**src/rtl/ps2_tx_serializer.sv**
```systemverilog
//------------------------------------------------------------------------------
// Module      : ps2_tx_serializer
// Description : PS/2 host-to-device transmit serializer. It builds the frame
//               (start, data LSB first, parity, stop), shifts it out on each
//               PsClkFall strobe and then samples the device acknowledge bit.
//               Optional stall watchdog: define PS2_TX_TIMEOUT_EN.
// Revision    : 1.0 - initial release
//------------------------------------------------------------------------------
`default_nettype none

module ps2_tx_serializer #(
  parameter int DATA_BITS      = 8,
  parameter int PARITY_ODD     = 1,
  parameter int TIMEOUT_CYCLES = 100000
) (
  input  logic                 Clk,
  input  logic                 Reset,
  input  logic                 Write,
  input  logic [DATA_BITS-1:0] Data,
  input  logic                 PsClkFall,
  input  logic                 PsDataIn,
  output logic                 Q,
  output logic                 Busy,
  output logic                 Done,
  output logic                 AckErr,
  output logic                 Timeout
);

  localparam int FRAME_BITS = DATA_BITS + 3;
  localparam int IDX_W      = $clog2(FRAME_BITS);

  localparam logic [IDX_W-1:0] c_last_idx = IDX_W'(FRAME_BITS - 1);

  localparam logic [1:0] c_st_idle  = 2'd0;
  localparam logic [1:0] c_st_shift = 2'd1;
  localparam logic [1:0] c_st_ack   = 2'd2;

  logic [1:0]            r_state;
  logic [FRAME_BITS-1:0] r_frame;
  logic [IDX_W-1:0]      r_idx;
  logic                  r_q;
  logic                  r_busy;
  logic                  r_done;
  logic                  r_ack_err;

  logic                  w_parity;
  logic [FRAME_BITS-1:0] w_frame;
  logic [IDX_W-1:0]      w_next_idx;
  logic                  w_abort;

  assign w_parity   = (^Data) ^ (PARITY_ODD != 0);
  assign w_frame    = {1'b1, w_parity, Data, 1'b0};
  assign w_next_idx = r_idx + 1'b1;

`ifdef PS2_TX_TIMEOUT_EN
  localparam int CNT_W = $clog2(TIMEOUT_CYCLES + 1);

  logic [CNT_W-1:0] r_cnt;
  logic             r_timeout;

  // A fall on the terminal cycle takes priority over the abort.
  assign w_abort = r_busy && !PsClkFall && (r_cnt == CNT_W'(TIMEOUT_CYCLES - 1));

  always_ff @(posedge Clk) begin
    if (Reset) begin
      r_cnt <= '0;
    end else if (!r_busy || PsClkFall || Write || w_abort) begin
      r_cnt <= '0;
    end else begin
      r_cnt <= r_cnt + 1'b1;
    end
  end

  always_ff @(posedge Clk) begin
    if (Reset) begin
      r_timeout <= 1'b0;
    end else begin
      r_timeout <= w_abort;
    end
  end

  assign Timeout = r_timeout;
`else
  assign w_abort = 1'b0;
  assign Timeout = 1'b0;
`endif

  always_ff @(posedge Clk) begin
    if (Reset) begin
      r_state   <= c_st_idle;
      r_frame   <= '0;
      r_idx     <= '0;
      r_q       <= 1'b1;
      r_busy    <= 1'b0;
      r_done    <= 1'b0;
      r_ack_err <= 1'b0;
    end else begin
      r_done <= 1'b0;
      case (r_state)
        c_st_idle: begin
          if (Write) begin
            r_frame   <= w_frame;
            r_idx     <= '0;
            r_q       <= 1'b0;
            r_busy    <= 1'b1;
            r_ack_err <= 1'b0;
            r_state   <= c_st_shift;
          end
        end
        c_st_shift: begin
          if (PsClkFall) begin
            if (r_idx == c_last_idx) begin
              r_q     <= 1'b1;
              r_state <= c_st_ack;
            end else begin
              r_idx <= w_next_idx;
              r_q   <= r_frame[w_next_idx];
            end
          end
        end
        c_st_ack: begin
          if (PsClkFall) begin
            r_done    <= 1'b1;
            r_ack_err <= PsDataIn;
            r_busy    <= 1'b0;
            r_state   <= c_st_idle;
          end
        end
        default: begin
          r_q     <= 1'b1;
          r_busy  <= 1'b0;
          r_state <= c_st_idle;
        end
      endcase

      if (w_abort) begin
        r_q     <= 1'b1;
        r_busy  <= 1'b0;
        r_state <= c_st_idle;
      end
    end
  end

  assign Q      = r_q;
  assign Busy   = r_busy;
  assign Done   = r_done;
  assign AckErr = r_ack_err;

endmodule

`default_nettype wire
```
**config.mk**
```make
export PLATFORM = sky130hd
export DESIGN_NAME = ps2_tx_serializer
export DESIGN_NICKNAME = d
export VERILOG_FILES = /design/src/rtl/ps2_tx_serializer.sv
export SDC_FILE = /design/constraint.sdc
export NUM_CORES = 1
export LEC_CHECK = 0
export CORE_MARGIN = 3
export CORE_UTILIZATION = 55
export CTS_CLUSTER_DIAMETER = 30
export DETAILED_ROUTE_END_ITERATION = 8
export PLACE_DENSITY = 0.82
export REMOVE_ABC_BUFFERS = 1
export SYNTH_ARGS = -nofsm -noshare
export SYNTH_HDL_FRONTEND = slang
export SYNTH_SLANG_ARGS = --single-unit
```
**constraint.sdc**
```tcl
create_clock -name Clk -period 3.39 [get_ports Clk]
set_input_delay 0.5085 -clock Clk [delete_from_list [all_inputs] [get_ports Clk]]
set_output_delay 0.5085 -clock Clk [all_outputs]
set_load 0.03 [all_outputs]
```
; ---- After elaboration in Yosys (flattened, before gate mapping)
; Cells that the tools add are included.
[totals]
elab_cells = 52
register_bits = 20
in_bits = 13
out_inout_bits = 5
[op_classes]
muxes = 21
n_lt_le_gt_ge = 1
eq_ne = 8
bitwise_logic = 3
n_reduce_logical = 11
addsub = 1
[op_table]
columns = op, n
row1 = $mux W4, 3
row2 = $ne A2 B2 Y1 const B, 5
row3 = $reduce_and A3 Y1, 3
row4 = $mux W1, 8
row5 = $mux W2, 4
row6 = $pmux W4 S2, 1
row7 = $reduce_and A4 Y1, 2
row8 = $reduce_xor A8 Y1, 1
row9 = $pmux W1 S3, 2
row10 = $pmux W2 S3, 1
row11 = $lt A4 B5 Y1 const B, 1
row12 = $add A4 B1 Y4 const B, 1
row13 = $bmux W1 S4, 1
row14 = $eq A4 B4 Y1 const B, 1
row15 = $reduce_bool A2 Y1, 2
row16 = $not A1 Y1, 3
row17 = $eq A2 B1 Y1 const B, 1
row18 = $eq A2 B2 Y1 const B, 1
row19 = $logic_not A2 Y1, 1
row20 = $pmux W1 S2, 1
row21 = $reduce_and A2 Y1, 1
row22 = $reduce_or A2 Y1, 1

; ---- Depth between registers and ports, before layout
[depth]
depth_word = 6
mapped_depth = 9
depth_no_buf = 7

; ---- Least setup slack after synthesis
; No wires, ideal clock.
[synth_path]
path_kind = register -> register
from = register r_idx[0]
to = register r_q (netlist: Q)
synth_period_minus_slack_ps = 1835
required_time_ps = 3261
arrival_time_ps = 1706
setup_slack_ps = 1555
n_path_buf = 2
path_stages_with_launch = 10
setup_time_ps = 129
path_cell_list = dfxtp_1 > buf_4 > inv_1 > ha_1 > buf_6 > mux4_2 > nor2_1 > nor3_1 > nor3_2 > o211ai_1
[synth_between]
elab_chain_len = 6
elab_cells_between_ends = 7
classes_between = add/sub: 1 / eq/ne: 1 / mux: 5
[synth_rtl]
columns = item, line
row1 = "start, declared", 40  ; logic [IDX_W-1:0] r_idx;
row2 = "start signal, assigned", 116  ; r_idx <= w_next_idx;
row3 = $add A4 B1 Y4, 53  ; assign w_next_idx = r_idx + 1'b1;
row4 = $bmux W1 S4, 117  ; r_q <= r_frame[w_next_idx];
row5 = $mux W1 (not written as such), 117
row6 = $mux W1 (*), 112  ; if (r_idx == c_last_idx) begin
row7 = $mux W1 (*), 111  ; if (PsClkFall) begin
row8 = $pmux W1 S3 (*), 99  ; case (r_state)
row9 = "end signal, assigned", 117
row10 = "end, declared", 41  ; logic r_q;
; Every way passes the cells marked *; elsewhere a longest branch is shown, timed or not. The select of a mux whose other input is x is not followed.
; A chain may end at the register's enable or synchronous reset.

; ---- Final worst setup path
; Same ends and word-level chain as after synthesis.

==> reports/metrics.yaml <==
status:
  outcome: "completed"
floorplan:
  core_region_area_um2: 1783
  die_y_um: 50.10
  ios: 18
  fp.dieW_um: 50.10
  start_util_pct: 60.00
  rows: 15
  die-area_um2: 2510
cts:
  clk_pin_slew_ns: 0.11
  ctsRootBufferMaster: "clkbuf_4"
  h-tree-depth: 1
  cts_tree: "built"
  cts_buffer_depth: 2
  numCtsBuffers: 3
  cts.repair.resized: 0
  clk_latency_ns: 0.29
  postCtsSetupRepairBufs: 0
  cts_hold_buf: 0
  cts.sinks: 20
final_layout:
  n_antenna_cell: 0
  nFillCells: 155
  layout-drive-gt1-share_pct: 5.926
  fin_nets: 152
  areaGrowthSynthToFinish_pct: 14.97
  final_area_um2: 1230
flow_run:
  drv_cap: 0
global_routing:
  grt.overflow.total: 0
  antenna_found_initial: 0
  grt_max_degree: 21
  use_met2_pct: 30.00
  grt_pass1_vias: 793
  grtUsageMet3_pct: 3.625
  grt_usage_pct: 17.68
  grt_pass1_wl_um: 3470
  grt_busiest_layer: "met2"
  met1_usage_pct: 22.63
placed_design:
  preCtsSetupSlack_ns: 1.293
  gp_congestion: 0.8845
  place_area_um2: 1207
  io_buffers: 16
  hpwl_um: 1530
drt:
  viasPerCell: 5.294
  drt_first_pass_iters: 4
  drtIter0Drc: 21
  drc: 0
  vias: 847
  drt_wl_total_um: 1988
  wl_per_cell_um: 12.43
  antenna_left: 0
yosys:
  yosys_register_bits: 20
  syn_area_um2: 1070
  synth_cell_types: 32
  synth-seq-area-share_pct: 37.43
  syn_area_per_cell_um2: 8.558
  synthCells: 125
  yosysWarnings: 0
sta:
  tightestPinTransition_ns: 0.7391
  setup_viol: 0
  finalSetupTns_ns: 0
  finalHoldViolations: 0
  period_needed_ns: 2.062
  finalCritPeriodShare_pct: 60.83
  rsz0062_at_grt: "no"
  setup_ws_ns: 1.328
  slew_headroom_pct: 50.57
  drv_slew: 0
  skew_ns: 0.009592
  fmax_mhz: 484.9
pwr:
  p_leak_nw: 0.4501
  ir_drop_uv: 275.7
  pwr_density_cell_nw_per_um2: 378.1
worst_setup_path:
  cp.required_ns: 3.57
  endpoint_kind: "flip-flop"
  critPathKind: "reg -> reg"
  cp_data_arrival_time_ns: 2.24
  start_kind: "flip-flop"
  cp_max_fo: 8
hold_path:
  hp-class: "reg -> reg"
synthesized netlist by cell type, drive strengths merged:
cell type	number	share of area [%]
o21ai	3	1.4
nand2	8	2.8
mux4	1	2.1
nand4b	1	0.82
a21oi	8	3.7
conb	1	0.35
clkbuf	4	1.4
nand3	3	1.4
nor3b	2	1.4
xnor2	10	8.2
nor2	22	7.7
buf	6	4.3
o211ai	1	0.70
a31oi	3	1.8
o22ai	2	1.2
ha	2	2.3
nand3b	1	0.70
nor2b	4	2.3
dfxtp	20	37
nand2b	2	1.2
inv	2	0.70
or3	1	0.59
nor4b	1	0.82
nor3	3	1.9
mux2i	11	10
or2	1	0.59
o221a	1	1.1
o22a	1	0.82
layer usage:
layer  vias to the layer above  share of wire, %
li1                        442                 -
met1                       385                46
met4                         0              0.86
met5                         -                 0
met2                        18                49
met3                         2               3.5
through the flow:
step	hold WS (ns)	cells	power (mW)	utilization, %
global route	0.5337	160	0.4913	68.98
floorplan	0.4396	115	0.3243	-
CTS	0.5003	160	0.4710	68.98
global placement	0.4577	157	0.3591	67.72
finish	0.5008	160	0.4650	68.98
detailed placement	0.4753	157	0.3628	67.72
power breakdown:
part           internal (mW)  total, mW  switching (mW)  leakage, nW
sequential             0.248      0.260          0.0119        0.164
clock                 0.0412      0.108          0.0669       0.0138
combinational         0.0505     0.0966          0.0461        0.272
total                  0.340      0.465           0.125        0.450
worst paths after layout:
check                            startpoint           to  slack (ns)  cells after the start
worst max-delay path               r_idx[0]            Q        1.33                      7
worst max register to register     r_idx[0]            Q        1.33                      7
worst min register to register  r_frame[10]  r_frame[10]        0.50                      2
worst min-delay path            r_frame[10]  r_frame[10]        0.50                      2
state kept, by name, summed over array words and instances, names as in the netlist:
| signal | cells |
|---|---|
| Q | 1 |
| r_idx | 4 |
| r_frame | 10 |
| AckErr | 1 |
| Busy | 1 |
| r_state | 2 |
| Done | 1 |
worst max-delay path, cell delays in order (launching register included):
cell	delay [ns]
dfxtp_1	0.49
inv_1	0.14
ha_1	0.43
mux4_2	0.53
nor2_1	0.10
nor3_1	0.06
nor3_2	0.11
o211ai_1	0.09
cells in the final DEF (no fill, tap or decap), drive strengths merged, types with 3 or more instances in the layout:
cell           synthesis  layout
a21oi                  8       8
a31oi                  3       3
clkbuf                 4       3
clkdlybuf4s50          0      16
dfxtp                 20      20
mux2i                 11      11
nand2                  8       8
nand3                  3       3
nor2                  22      22
nor2b                  4       4
nor3                   3       3
o21ai                  3       3
xnor2                 10      10
cells by family (layout without fill, tap and decap cells):
logic type               count (synthesis)  after routing  synth area share [%]
flip-flops                              20             20                 37.43
XOR/XNOR                                10             10                 8.187
AND/OR/NAND/NOR                         49             49                 22.22
other                                    1              1                0.3505
AO/OA/AOI/OAI                           19             19                 10.64
buffers and inverters                   12             22                 6.432
adder cells (fa/ha/maj)                  2              2                 2.339
multiplexers                            12             12                 12.40
final cells by class:
| type | instances | area [um2] | area share, % |
|---|---|---|---|
| Clock buffer | 3 | 22.52 | 1.831 |
| Inverter | 2 | 7.507 | 0.6104 |
| Multi-Input combinational cell | 93 | 600.6 | 48.83 |
| Sequential cell | 20 | 400.4 | 32.55 |
| Tap cell | 25 | 31.28 | 2.543 |
| Timing Repair Buffer | 17 | 167.7 | 13.63 |
No activity file was read; power rests on OpenSTA's default activity.
